File: config.mk
export PLATFORM = sky130hd
export DESIGN_NAME = mem_arb_flat
export DESIGN_NICKNAME = d
export VERILOG_FILES = /design/src/rtl/mem_arb_if.sv /design/src/rtl/mem_arb.sv /design/src/flat_wrapper.sv
export SDC_FILE = /design/constraint.sdc
export NUM_CORES = 1
export LEC_CHECK = 0
export BUFFER_PORTS_ARGS = -buffer_cell sky130_fd_sc_hd__buf_2
export CORE_UTILIZATION = 50
export DETAILED_ROUTE_END_ITERATION = 6
export GPL_TIMING_DRIVEN = 0
export PLACE_DENSITY_LB_ADDON = 0.1
export SLEW_MARGIN = 10
export SYNTH_ARGS = -nofsm -noshare
export SYNTH_HDL_FRONTEND = slang
export SYNTH_SLANG_ARGS = --single-unit
export TNS_END_PERCENT = 10
File: constraint.sdc
create_clock -name clock -period 5.16 [get_ports clock]
set_input_delay 0.258 -clock clock [delete_from_list [all_inputs] [get_ports clock]]
set_output_delay 0.258 -clock clock [all_outputs]
set_load 0.01 [all_outputs]
File: src/rtl/mem_arb_if.sv
// Memory-port arbiter bus: store/load client handshakes plus the tagged memory port.
package mem_arb_pkg;
    typedef enum logic [1:0] {
        MEM_CMD_NONE  = 2'd0,
        MEM_CMD_LOAD  = 2'd1,
        MEM_CMD_STORE = 2'd2
    } mem_cmd_e;
endpackage

interface mem_arb_if;
    logic                   st_valid;
    logic [31:0]            st_addr;
    logic [63:0]            st_data;
    logic                   st_accept;
    logic                   ld_valid;
    logic [31:0]            ld_addr;
    logic                   ld_accept;
    logic                   ld_resp_valid;
    logic [31:0]            ld_resp_addr;
    logic [63:0]            ld_resp_data;
    mem_arb_pkg::mem_cmd_e  t_command;
    logic [31:0]            t_addr;
    logic [63:0]            t_data;
    logic [3:0]             r_response;
    logic [63:0]            r_data;
    logic [3:0]             r_tag;
    logic                   tag_err;

    // Arbiter side: drives the memory command port and the client responses.
    modport master (
        input  st_valid, st_addr, st_data, ld_valid, ld_addr,
        input  r_response, r_data, r_tag,
        output st_accept, ld_accept, ld_resp_valid, ld_resp_addr, ld_resp_data,
        output t_command, t_addr, t_data, tag_err
    );

    // Environment side: clients and memory.
    modport slave (
        output st_valid, st_addr, st_data, ld_valid, ld_addr,
        output r_response, r_data, r_tag,
        input  st_accept, ld_accept, ld_resp_valid, ld_resp_addr, ld_resp_data,
        input  t_command, t_addr, t_data, tag_err
    );
endinterface

File: src/rtl/mem_arb.sv
// Memory-port arbiter: merges victim-cache writebacks and dcache fills onto one
// tagged memory port and routes tagged fill returns back to the load client.
module mem_arb
    import mem_arb_pkg::*;
#(
    parameter int unsigned MAX_LD = 8,
    parameter int unsigned NTAG   = 16
) (
    input  logic      clock,
    input  logic      reset,
    mem_arb_if.master bus
);
    localparam int unsigned CNT_W  = $clog2(MAX_LD + 1);
    localparam int unsigned ADDR_W = 32;

    typedef enum logic {
        GRANT_LOAD  = 1'b0,
        GRANT_STORE = 1'b1
    } grant_e;

    grant_e            last_grant;
    grant_e            last_grant_nxt;
    logic [CNT_W-1:0]  ld_cnt;
    logic [CNT_W-1:0]  ld_cnt_nxt;
    logic [NTAG-1:0]   tbl_valid;
    logic [ADDR_W-1:0] tbl_addr [NTAG];

    logic ld_elig;
    logic accept;
    logic grant_st;
    logic grant_ld;
    logic st_acc;
    logic ld_acc;
    logic retire;
    logic tag_miss;
    logic alloc_live;
    logic cnt_inc;

    // Eligibility looks at the registered count, so a same-cycle retire cannot unblock.
    assign ld_elig = bus.ld_valid && (ld_cnt < CNT_W'(MAX_LD));
    assign accept  = bus.r_response != 4'd0;

    always_ff @(posedge clock) begin
        if (reset) begin
            last_grant <= GRANT_LOAD;
        end else begin
            last_grant <= last_grant_nxt;
        end
    end

    // Grant selection and command issue; ties alternate away from the last accepted client.
    always_comb begin
        grant_st       = 1'b0;
        grant_ld       = 1'b0;
        st_acc         = 1'b0;
        ld_acc         = 1'b0;
        last_grant_nxt = last_grant;
        bus.t_command  = MEM_CMD_NONE;
        bus.t_addr     = '0;
        bus.t_data     = '0;

        if (bus.st_valid && ld_elig) begin
            grant_st = (last_grant == GRANT_LOAD);
            grant_ld = (last_grant == GRANT_STORE);
        end else begin
            grant_st = bus.st_valid;
            grant_ld = ld_elig;
        end

        st_acc = grant_st && accept;
        ld_acc = grant_ld && accept;

        if (grant_st) begin
            bus.t_command = MEM_CMD_STORE;
            bus.t_addr    = bus.st_addr;
            bus.t_data    = bus.st_data;
        end else if (grant_ld) begin
            bus.t_command = MEM_CMD_LOAD;
            bus.t_addr    = bus.ld_addr;
        end

        if (st_acc) begin
            last_grant_nxt = GRANT_STORE;
        end else if (ld_acc) begin
            last_grant_nxt = GRANT_LOAD;
        end
    end

    assign bus.st_accept = st_acc;
    assign bus.ld_accept = ld_acc;

    // A same-tag retire frees the slot before the new load lands in it.
    assign retire     = (bus.r_tag != 4'd0) &&  tbl_valid[bus.r_tag];
    assign tag_miss   = (bus.r_tag != 4'd0) && !tbl_valid[bus.r_tag];
    assign alloc_live = tbl_valid[bus.r_response] &&
                        !(retire && (bus.r_tag == bus.r_response));
    assign cnt_inc    = ld_acc && !alloc_live;

    // Count tracks live table entries, so an overwritten tag does not inflate it.
    always_comb begin
        ld_cnt_nxt = ld_cnt;
        unique case ({cnt_inc, retire})
            2'b10:   ld_cnt_nxt = ld_cnt + CNT_W'(1);
            2'b01:   ld_cnt_nxt = ld_cnt - CNT_W'(1);
            default: ld_cnt_nxt = ld_cnt;
        endcase
    end

    always_ff @(posedge clock) begin
        if (reset) begin
            ld_cnt            <= '0;
            tbl_valid         <= '0;
            bus.ld_resp_valid <= 1'b0;
            bus.ld_resp_addr  <= '0;
            bus.ld_resp_data  <= '0;
            bus.tag_err       <= 1'b0;
        end else begin
            ld_cnt            <= ld_cnt_nxt;
            bus.ld_resp_valid <= retire;
            if (retire) begin
                bus.ld_resp_addr        <= tbl_addr[bus.r_tag];
                bus.ld_resp_data        <= bus.r_data;
                tbl_valid[bus.r_tag]    <= 1'b0;
            end
            if (ld_acc) begin
                tbl_valid[bus.r_response] <= 1'b1;
            end
            if (tag_miss || (ld_acc && alloc_live)) begin
                bus.tag_err <= 1'b1;
            end
        end
    end

    // Address payload needs no reset; validity lives in tbl_valid.
    always_ff @(posedge clock) begin
        if (ld_acc) begin
            tbl_addr[bus.r_response] <= bus.ld_addr;
        end
    end
endmodule

File: src/flat_wrapper.sv
// flat-port wrapper written by rule: the top's interface ports become plain ports
module mem_arb_flat import mem_arb_pkg::*;
#(
    parameter int unsigned MAX_LD = 8,
    parameter int unsigned NTAG   = 16
)
  (clock, reset, bus_st_valid, bus_st_addr, bus_st_data, bus_ld_valid, bus_ld_addr, bus_r_response, bus_r_data, bus_r_tag, bus_st_accept, bus_ld_accept, bus_ld_resp_valid, bus_ld_resp_addr, bus_ld_resp_data, bus_t_command, bus_t_addr, bus_t_data, bus_tag_err);
  mem_arb_if bus_i ();
  input  logic clock;
  input  logic reset;
  input wire logic [$bits(bus_i.st_valid)-1:0] bus_st_valid;
  input wire logic [$bits(bus_i.st_addr)-1:0] bus_st_addr;
  input wire logic [$bits(bus_i.st_data)-1:0] bus_st_data;
  input wire logic [$bits(bus_i.ld_valid)-1:0] bus_ld_valid;
  input wire logic [$bits(bus_i.ld_addr)-1:0] bus_ld_addr;
  input wire logic [$bits(bus_i.r_response)-1:0] bus_r_response;
  input wire logic [$bits(bus_i.r_data)-1:0] bus_r_data;
  input wire logic [$bits(bus_i.r_tag)-1:0] bus_r_tag;
  output wire logic [$bits(bus_i.st_accept)-1:0] bus_st_accept;
  output wire logic [$bits(bus_i.ld_accept)-1:0] bus_ld_accept;
  output wire logic [$bits(bus_i.ld_resp_valid)-1:0] bus_ld_resp_valid;
  output wire logic [$bits(bus_i.ld_resp_addr)-1:0] bus_ld_resp_addr;
  output wire logic [$bits(bus_i.ld_resp_data)-1:0] bus_ld_resp_data;
  output wire logic [$bits(bus_i.t_command)-1:0] bus_t_command;
  output wire logic [$bits(bus_i.t_addr)-1:0] bus_t_addr;
  output wire logic [$bits(bus_i.t_data)-1:0] bus_t_data;
  output wire logic [$bits(bus_i.tag_err)-1:0] bus_tag_err;
  assign bus_i.st_valid = bus_st_valid;
  assign bus_i.st_addr = bus_st_addr;
  assign bus_i.st_data = bus_st_data;
  assign bus_i.ld_valid = bus_ld_valid;
  assign bus_i.ld_addr = bus_ld_addr;
  assign bus_i.r_response = bus_r_response;
  assign bus_i.r_data = bus_r_data;
  assign bus_i.r_tag = bus_r_tag;
  assign bus_st_accept = bus_i.st_accept;
  assign bus_ld_accept = bus_i.ld_accept;
  assign bus_ld_resp_valid = bus_i.ld_resp_valid;
  assign bus_ld_resp_addr = bus_i.ld_resp_addr;
  assign bus_ld_resp_data = bus_i.ld_resp_data;
  assign bus_t_command = bus_i.t_command;
  assign bus_t_addr = bus_i.t_addr;
  assign bus_t_data = bus_i.t_data;
  assign bus_tag_err = bus_i.tag_err;
  mem_arb #(.MAX_LD(MAX_LD), .NTAG(NTAG)) u_core (.clock(clock), .reset(reset), .bus(bus_i));
endmodule
; ---- After elaboration in Yosys (flattened, before gate mapping)
; Memories as Yosys holds them, arrays and structs flattened. A register that Yosys moved wholly into a read port is not among the register bits.
; Cells that the tools add are included.
[totals]
ff_bits = 87
mem_bits_rw = 512
input_bits = 204
out_inout_bits = 198
wordCells = 64
memories = 1
[mem_list]
columns = memory, depth, word_bits, rd, rd_clocked_by_memory_dff, wr, line_no
row1 = u_core.tbl_addr, 16, 32, 1, 1, 1, mem_arb.sv:26  ; logic [ADDR_W-1:0] tbl_addr [NTAG];
[classes]
n_addsub = 2
magnitude_cmp = 5
eq_ne = 3
muxes = 23
bitwise = 4
reduce_logical = 20
[op_table]
columns = operator, count
row1 = two-way mux 32 bit, 2
row2 = two-way mux 64 bit, 1
row3 = two-way mux 16 bit, 3
row4 = AND 16 bit, 1
row5 = NOT 16 bit, 1
row6 = OR 16 bit, 1
row7 = logical AND 1 bit, 12
row8 = two-way mux 1 bit, 11
row9 = < comparator 4 x 5 -> 1 bit (second input constant), 2
row10 = binary-select mux 1 bit (select 4 bit), 2
row11 = demux 1 bit (select 4 bit), 2
row12 = greater-or-equal comparator 4 x 1 -> 1 bit (second input constant), 2
row13 = one-hot mux 4 bit (2 select lines), 1
row14 = nonzero test 4 bit, 2
row15 = adder 4 x 1 -> 4 bit (second input constant), 1
row16 = equality test 4 bit, 1
row17 = < comparator 4 bit (second input constant), 1
row18 = nonzero test 2 bit, 2
row19 = subtractor 4 x 1 -> 4 bit (second input constant), 1
row20 = zero test 1 bit, 3
row21 = equality test 2 x 1 -> 1 bit (second input constant), 1
row22 = equality test 2 bit (second input constant), 1
row23 = two-way mux 2 bit, 1
row24 = logical OR 1 bit, 1
row25 = NOT 1 bit, 1

; ---- Logic depth before layout (Yosys ltp)
; Gate-level depths: netlist of the first run.
[logic_depth]
depth_word = 10
ltp_mapped = 15
ltp_nobuf = 13

; ---- Worst setup path after synthesis of the first run
; No wires, ideal clock.
[synth_timing]
path_type = input -> register
startpoint = input bus_r_tag[1]
endpoint = register u_core.ld_cnt[3]
setup_time_ns = 0.070
arrival_time_ns = 2.896
t_required_ns = 5.090
path_slack_ns = 2.194
stages = 14
n_path_buf = 3
path_cell_list = buf_4 > mux4_2 > nor2_1 > or3_1 > buf_2 > buf_2 > a21oi_1 > o21ai_0 > ha_1 > nor4bb_1 > a21oi_1 > o21a_1 > or3_1 > a21oi_1
[synth_between]
elab_chain_len = 10
elab_cells_between_ends = 14
classes_between = 3 x eq/ne / 3 x mux / 8 x reduce/logical
[synth_lines]
columns = element, line_no
row1 = from (decl), flat_wrapper.sv:18  ; input wire logic [$bits(bus_i.r_tag)-1:0] bus_r_tag;
row2 = binary-select mux 1 bit (select 4 bit), mem_arb.sv:93  ; assign retire = (bus.r_tag != 4'd0) && tbl_valid[bus.r_tag];
row3 = two-way mux 1 bit (implied by the code), mem_arb.sv:93
row4 = logical AND 1 bit, mem_arb.sv:93
row5 = logical AND 1 bit, mem_arb.sv:96  ; !(retire && (bus.r_tag == bus.r_response));
row6 = zero test 1 bit, mem_arb.sv:96
row7 = logical AND 1 bit, mem_arb.sv:95  ; assign alloc_live = tbl_valid[bus.r_response] &&
row8 = zero test 1 bit, mem_arb.sv:97  ; assign cnt_inc = ld_acc && !alloc_live;
row9 = logical AND 1 bit, mem_arb.sv:97
row10 = equality test 2 x 1 -> 1 bit or equality test 2 bit (tied branches), mem_arb.sv:102  ; unique case ({cnt_inc, retire})
row11 = one-hot mux 4 bit (2 select lines) or nonzero test 2 bit (tied branches), --
row12 = to (signal assigned), mem_arb.sv:118  ; ld_cnt <= ld_cnt_nxt;
row13 = to (decl), mem_arb.sv:23  ; logic [CNT_W-1:0] ld_cnt;
; Several ways; a longest one is shown, not always the timed one. The select of a mux whose other input is x is not followed.
; A chain may end at the register's enable or synchronous reset.

; ---- Final worst setup path of the first run
[layout_timing]
startpoint = register u_core.tbl_valid[12]
endpoint = register u_core.ld_cnt[3]
[layout_between]
elab_chain_len = 10
elab_cells_between_ends = 14
classes_between = 2 x eq/ne / 5 x mux / 7 x reduce/logical
[layout_lines]
columns = element, line_no
row1 = from (decl), mem_arb.sv:25  ; logic [NTAG-1:0] tbl_valid;
row2 = from (signal assigned), mem_arb.sv:112  ; tbl_valid <= '0;
row3 = "from (signal, indexed assignment)", mem_arb.sv:123  ; tbl_valid[bus.r_tag] <= 1'b0;
row4 = "from (signal, indexed assignment)", mem_arb.sv:126  ; tbl_valid[bus.r_response] <= 1'b1;
row5 = binary-select mux 1 bit (select 4 bit), mem_arb.sv:93
row6 = two-way mux 1 bit (implied by the code), mem_arb.sv:93
row7 = logical AND 1 bit, mem_arb.sv:93
row8 = logical AND 1 bit, mem_arb.sv:96
row9 = zero test 1 bit, mem_arb.sv:96
row10 = logical AND 1 bit, mem_arb.sv:95
row11 = zero test 1 bit, mem_arb.sv:97
row12 = logical AND 1 bit, mem_arb.sv:97
row13 = equality test 2 x 1 -> 1 bit or equality test 2 bit (tied branches), mem_arb.sv:102
row14 = one-hot mux 4 bit (2 select lines) or nonzero test 2 bit (tied branches), --
; Several ways; a longest one is shown, not always the timed one. The select of a mux whose other input is x is not followed.

==> results of run 1 <==
[report_power, final]
| part | switching, W | total [W] | internal [W] |
|---|---|---|---|
| registers | 0.0000483 | 0.00566 | 0.00562 |
| clock network | 0.00192 | 0.00473 | 0.00281 |
| logic | 0.000613 | 0.00103 | 0.000415 |
| total | 0.00258 | 0.0114 | 0.00884 |
[stage by stage]
stage	cell area, sq um	hold WS, ns
2_1_floorplan	25200	0.357
3_3_place_gp	28100	0.447
3_5_place_dp	28400	0.455
4_1_cts	31200	0.0222
5_1_grt	31200	0.0397
6_report	31200	0.0522
[path summary, 6_finish.rpt]
path | start | end | slack [ns]
worst min-delay path | bus_ld_addr[12] | u_core.tbl_addr[4][12] | 0.05
worst min register to register | u_core.bus.ld_resp_addr[20] | u_core.bus.ld_resp_addr[20] | 0.46
worst max register to register | u_core.tbl_valid[12] | u_core.ld_cnt[3] | 1.68
worst max-delay path | u_core.tbl_valid[12] | u_core.ld_cnt[3] | 1.68
[worst reg2reg max path, stage by stage (launching register included)]
cell      delay (ns)
dfxtp_1         0.34
mux4_2          0.46
nor2_1          0.17
or3_1           0.13
buf_2           0.16
buf_2           0.29
a21oi_1         0.12
o21ai_0         0.39
ha_1            0.34
nor4bb_1        0.29
a21oi_1         0.08
o21a_1          0.18
or3_1           0.31
a21oi_1         0.15
[repair_timing]
item                                   in CTS  in global routing
buffers inserted                            0                  0
hold buffers                               65                  0
endpoints found under the hold margin      65                  0
[layout make-up]
type                            count  area, sq um
Timing Repair Buffer              477         2980
Antenna cell                        2         5.00
Buffer                            134          637
Clock buffer                       99         1980
Fill cell                        3635        18000
Sequential cell                   631        17800
Multi-Input combinational cell    838         6770
Tap cell                          664          831
Clock inverter                     23          183
Inverter                           18         67.6
[cell usage in the layout, fill, tap and decap left out, types with 8 or more instances in the layout]
cell / count
a21oi_1: 118
a22oi_1: 64
and3_1: 66
buf_12: 10
buf_2: 433
buf_4: 16
clkbuf_1: 88
clkbuf_16: 72
clkbuf_8: 8
clkinv_1: 13
conb_1: 32
dfxtp_1: 119
dlygate4sd3_1: 65
edfxtp_1: 512
inv_2: 15
mux4_2: 134
nand2_1: 115
nand3_1: 132
nor2_1: 9
o21ai_0: 105
[sequential cells by signal (all words and copies together) (netlist names)]
name,cells
u_core.bus.ld_resp_addr,32
u_core.bus.ld_resp_data,64
u_core.bus.ld_resp_valid,1
u_core.bus.tag_err,1
u_core.last_grant,1
u_core.ld_cnt,4
u_core.tbl_addr,512
u_core.tbl_valid,16
[kinds of logic (layout without fill, tap and decap cells)]
family / after synthesis / after routing / share of synthesized area
flops: 631 / 631 / 0.707
simple gates: 350 / 350 / 0.0687
compound gates: 306 / 306 / 0.0695
buf+inv: 152 / 751 / 0.0280
mux: 140 / 140 / 0.123
xor+xnor: 7 / 7 / 0.00244
fa+ha+maj: 3 / 3 / 0.00149
other cells: 1 / 34 / 0.000149
[cell usage after synthesis (all sizes together), types with 2 or more instances]
| master | n | share of area |
|---|---|---|
| edfxtp | 512 | 0.61 |
| mux4 | 134 | 0.12 |
| nand3 | 132 | 0.026 |
| dfxtp | 119 | 0.095 |
| a21oi | 118 | 0.024 |
| nand2 | 115 | 0.017 |
| o21ai | 110 | 0.022 |
| clkbuf | 74 | 0.011 |
| and3 | 66 | 0.016 |
| a22oi | 64 | 0.019 |
| buf | 60 | 0.014 |
| inv | 17 | 0.0025 |
| nor2 | 9 | 0.0013 |
| nand2b | 7 | 0.0017 |
| nor2b | 6 | 0.0015 |
| o31ai | 5 | 0.0015 |
| or3 | 5 | 0.0012 |
| xnor2 | 4 | 0.0014 |
| ha | 3 | 0.0015 |
| mux2 | 3 | 0.0013 |
| mux2i | 3 | 0.0012 |
| xor2 | 3 | 0.0010 |
| a211oi | 2 | 0.00080 |
| and2 | 2 | 0.00050 |
| nor3 | 2 | 0.00060 |
| nor4bb | 2 | 0.00080 |
| o22ai | 2 | 0.00075 |
[per-layer routing]
metal	global-route usage	routed length (microns)	up-vias
met4	0.0896	1960	0
met2	0.420	33300	808
met3	0.0583	6010	146
met1	0.392	29000	8500
li1	-	-	7371
met5	0	0	-
==> impl_metrics.toml, run 1 <==
[run_status]
status = "finished clean"

[clock_network]
clockBufferDepth = 3
clock_latency_ns = 0.60
cts_made_buffers = 67
cts.sinks = 631
cts.clk_slew.worst_paths_ns = 0.06
clk_root_buffer_cell = "clkbuf_16"
htreeDepth = 3
cts_resized = 0
tritoncts = "built"

[synthesis]
synth-seq-area-share = 0.707
async_flop_share = 0
ys.flop_type = "edfxtp_1"
synth_cells = 1590
ys_types = 46
avgSynthCellArea_sq_um = 15.8
syn-cell-area_sq_um = 25100
synth-edff-count = 512
yosys_warnings = 0
synth.ff_latch_count = 631

[global_routing]
grt_use_total = 0.274
grt_max_degree = 26
grt_pass1_wl_mm = 100
antenna_found_initial = 4
grt_pass1_vias = 15988
grt.overflow.total = 0

[timing]
setup_viol = 0
relSlewSlack = 0.295
tns_ns = 0
slew_violations = 0
setup_slack_ns = 1.68
min_period_over_period = 0.674
grt_setup_unrepaired = "no"
worst_slew_pin_slew_ns = 1.06
skew_ns = 0.0180
hold_viol = 0
fmax_mhz = 288
period_needed_ns = 3.48

[die]
core_sq_um = 49300
die_h_microns = 226
initial_core_util = 0.510
die_x_microns = 226
pin_count = 402
row_count = 81
floorplan.die_area_sq_um = 51100

[worst_setup_path]
arrival_ns = 4.00
crit_path_end_kind = "flop"
cp_common_cell = "a21oi_1"
setup.worst_path.class = "reg -> reg"
start_kind = "flop"
cp_cell_sequence = "mux4_2 -> nor2_1 -> or3_1 -> buf_2 -> buf_2 -> a21oi_1 -> o21ai_0 -> ha_1 -> nor4bb_1 -> a21oi_1 -> o21a_1 -> or3_1 -> a21oi_1"
path_max_fanout = 10
reg2reg_depth = 13
required_ns = 5.68
worst-path-buf-inv = 2
cp.depth = 13
critPathTopFamily = "compound AO/OA/AOI/OAI gates"
slowest_stage = "mux4_2"
max_stage_delay_ns = 0.46

[drt]
wl_per_cell_microns = 24.3
viasPerCell = 5.83
drc_errors = 0
dr.pass1.iters = 5
wirelength_mm = 70.3
vias = 16825
drtIter0Drc = 1880
ant_nets = 0

[finish]
drive_gt1_frac = 0.324
final_cells = 2886
area_delta_synth_final_pct = 24.3
final_nets = 2374
utilization = 0.634

[placement]
gp_congestion = 0.896
dp_cells = 2697
portBuffers = 397
dp_hpwl_mm = 46.6
preCtsSetupSlack_ns = 1.55

[pwr]
power_density_nw_per_um2 = 366
peakVddDrop_uv = 238
p_total_w = 0.0114
p_leak_nw = 11.7

[hold_path]
min_path_cells = 1
hp-class = "in -> reg"

[run]
maxCapViolations = 0
Power figures use the tool's default switching activity.
==> inputs of run 2 (changes only) <==
==> constraint.sdc (replaced) <==
create_clock -name clock -period 3.2 [get_ports clock]
set_input_delay 0.16 -clock clock [delete_from_list [all_inputs] [get_ports clock]]
set_output_delay 0.16 -clock clock [all_outputs]
set_load 0.01 [all_outputs]
==> run 2 against run 1 <==
Via count is 0.78% higher. Count of clock-buffer cells in the layout stayed put. Sequential power is 61% higher. Register-to-register slack worse by 1.5 ns. Critical endpoint is now bus_t_addr[21].
==> impl_metrics.toml, run 2 (synthesis results as in run 1) <==
[global_routing]
antenna_found_initial = 4
grt_pass1_vias = 16142
grt_pass1_wl_mm = 101
grt.overflow.total = 0
grt_use_total = 0.275
grt_max_degree = 26

[timing]
setup_viol = 0
relSlewSlack = 0.291
skew_ns = 0.0174
fmax_mhz = 334
hold_viol = 0
worst_slew_pin_slew_ns = 1.06
grt_setup_unrepaired = "no"
period_needed_ns = 3.00
slew_violations = 0
min_period_over_period = 0.936

[pwr]
p_total_w = 0.0185
power_density_nw_per_um2 = 584
internal-power_w = 0.0143
p_comb_frac = 0.092
p_leak_nw = 11.8
clock_power_share = 0.413
p_sw_w = 0.00417
p_sw_frac = 0.226
peakVddDrop_uv = 384
pwr-share-seq = 0.495

[worst_setup_path]
crit_path_end_kind = "primary output"
max_stage_delay_ns = 0.73
cp_common_cell = "nand2_1"
worst-path-buf-inv = 3
slowest_stage = "clkbuf_1"
r2r-start = "u_core.tbl_valid[4]"
r2r_slack_ns = 0.23
critPathTopFamily = "buffers and inverters"
arrival_ns = 2.84
start_kind = "flop"
required_ns = 3.04
cp_cell_sequence = "nand2b_1 -> nand3b_1 -> clkinv_1 -> clkbuf_1 -> nand2_1 -> nand2_1 -> buf_2"
path_max_fanout = 10
cp.depth = 7
setup.worst_path.class = "reg -> out"
crit_path_end = "bus_t_addr[21]"
critPathLaunch = "u_core.last_grant"
reg2reg_depth = 14
worstReg2RegEnd = "u_core.ld_cnt[2]"

[drt]
vias = 16957
dr.pass1.iters = 5
wirelength_mm = 70.5
drtIter0Drc = 2002
wl_per_cell_microns = 24.2
viasPerCell = 5.81
drc_errors = 0
ant_nets = 0

[clock_network]
htreeDepth = 3
clockBufferDepth = 3
clk_root_buffer_cell = "clkbuf_16"
cts.clk_slew.worst_paths_ns = 0.06
clock_latency_ns = 0.59
cts.sinks = 631
cts_made_buffers = 67
tritoncts = "built"

[finish]
drive_gt1_frac = 0.325
nFillCells = 3599
final_cells = 2920
top_register = "u_core.tbl_addr"
stdcell_area_sq_um = 31600
final_cell_mix = "edfxtp_1 (512), buf_2 (431), mux4_2 (134), nand3_1 (132), dfxtp_1 (119)"
final_common_cell = "edfxtp_1"
final_nets = 2409
area_delta_synth_final_pct = 26.0
reg.largest.list = "u_core.tbl_addr (512), u_core.bus.ld_resp_data (64), u_core.bus.ld_resp_addr (32)"
largest_reg_flops = 512

[hold_path]
hp-class = "in -> reg"
min_path_cells = 5

[die]
initial_core_util = 0.510
row_count = 81
pin_count = 402
die_h_microns = 226
floorplan.die_area_sq_um = 51100
core_sq_um = 49300
die_x_microns = 226

[placement]
dp_hpwl_mm = 46.6
dp_cells = 2697
gp_congestion = 0.896
portBuffers = 397
placed_cell_area_sq_um = 28400

[run_status]
status = "finished clean"

[run]
maxCapViolations = 0
-- run 2: area by class of cell --
cell class | instances | area, sq um | area share
Clock inverter | 23 | 183 | 0.00577
Sequential cell | 631 | 17800 | 0.561
Timing Repair Buffer | 514 | 3330 | 0.105
Antenna cell | 1 | 2.50 | 0.0000791
Buffer | 132 | 651 | 0.0206
Multi-Input combinational cell | 838 | 6830 | 0.216
Inverter | 18 | 67.6 | 0.00214
Clock buffer | 99 | 1980 | 0.0627
Tap cell | 664 | 831 | 0.0263
-- run 2: metrics by stage --
step	setup WS [ns]	setup TNS, ns	hold slack, ns	utilization
after CTS	0.00181	0	0.0710	0.640
after detailed placement	-0.313	-0.611	0.431	0.576
final	0.204	0	0.119	0.642
after global placement	-0.517	-112.96	0.427	0.570
after floorplan	0.332	0	0.259	-
after global routing	0.0407	0	0.141	0.642
-- run 2: how the worst min path moves through the flow --
stage	slack (ns)	from	end
finish	0.12	bus_r_response[3]	u_core.bus.tag_err
global route	0.14	bus_r_response[3]	u_core.tbl_valid[3]
global placement	0.43	bus_r_data[0]	u_core.bus.ld_resp_data[0]
CTS	0.07	bus_r_response[3]	u_core.bus.tag_err
detailed placement	0.43	bus_r_data[53]	u_core.bus.ld_resp_data[53]
floorplan	0.26	bus_ld_addr[0]	u_core.tbl_addr[0][0]
-- run 2: layer usage --
layer | vias up | GRT usage | wire length, microns
met5 | - | 0 | 0
met4 | 0 | 0.0896 | 2010
met3 | 145 | 0.0578 | 6000
met2 | 829 | 0.422 | 33500
met1 | 8547 | 0.393 | 29000
li1 | 7436 | - | -
-- run 2: repair_timing --
item	CTS	global route
hold buffers	97	0
setup buffers	0	5
pin swaps	0	2
gates resized for setup	5	19
hold endpoints to repair	577	0
setup endpoints to repair	4	3
-- run 2: power groups by stage --
stage                     logic [W]  registers [W]  clock network (W)
after floorplan            0.000819        0.00933                  0
after global placement      0.00154        0.00930                  0
after detailed placement    0.00158        0.00930                  0
after CTS                   0.00169        0.00913            0.00771
after global routing        0.00184        0.00915            0.00806
final                       0.00171        0.00914            0.00762
-- run 2: worst min-delay path: stages --
cell	delay, ns
buf_2	0.19
xnor2_1	0.09
nand4_1	0.08
a21oi_2	0.04
o22ai_1	0.09
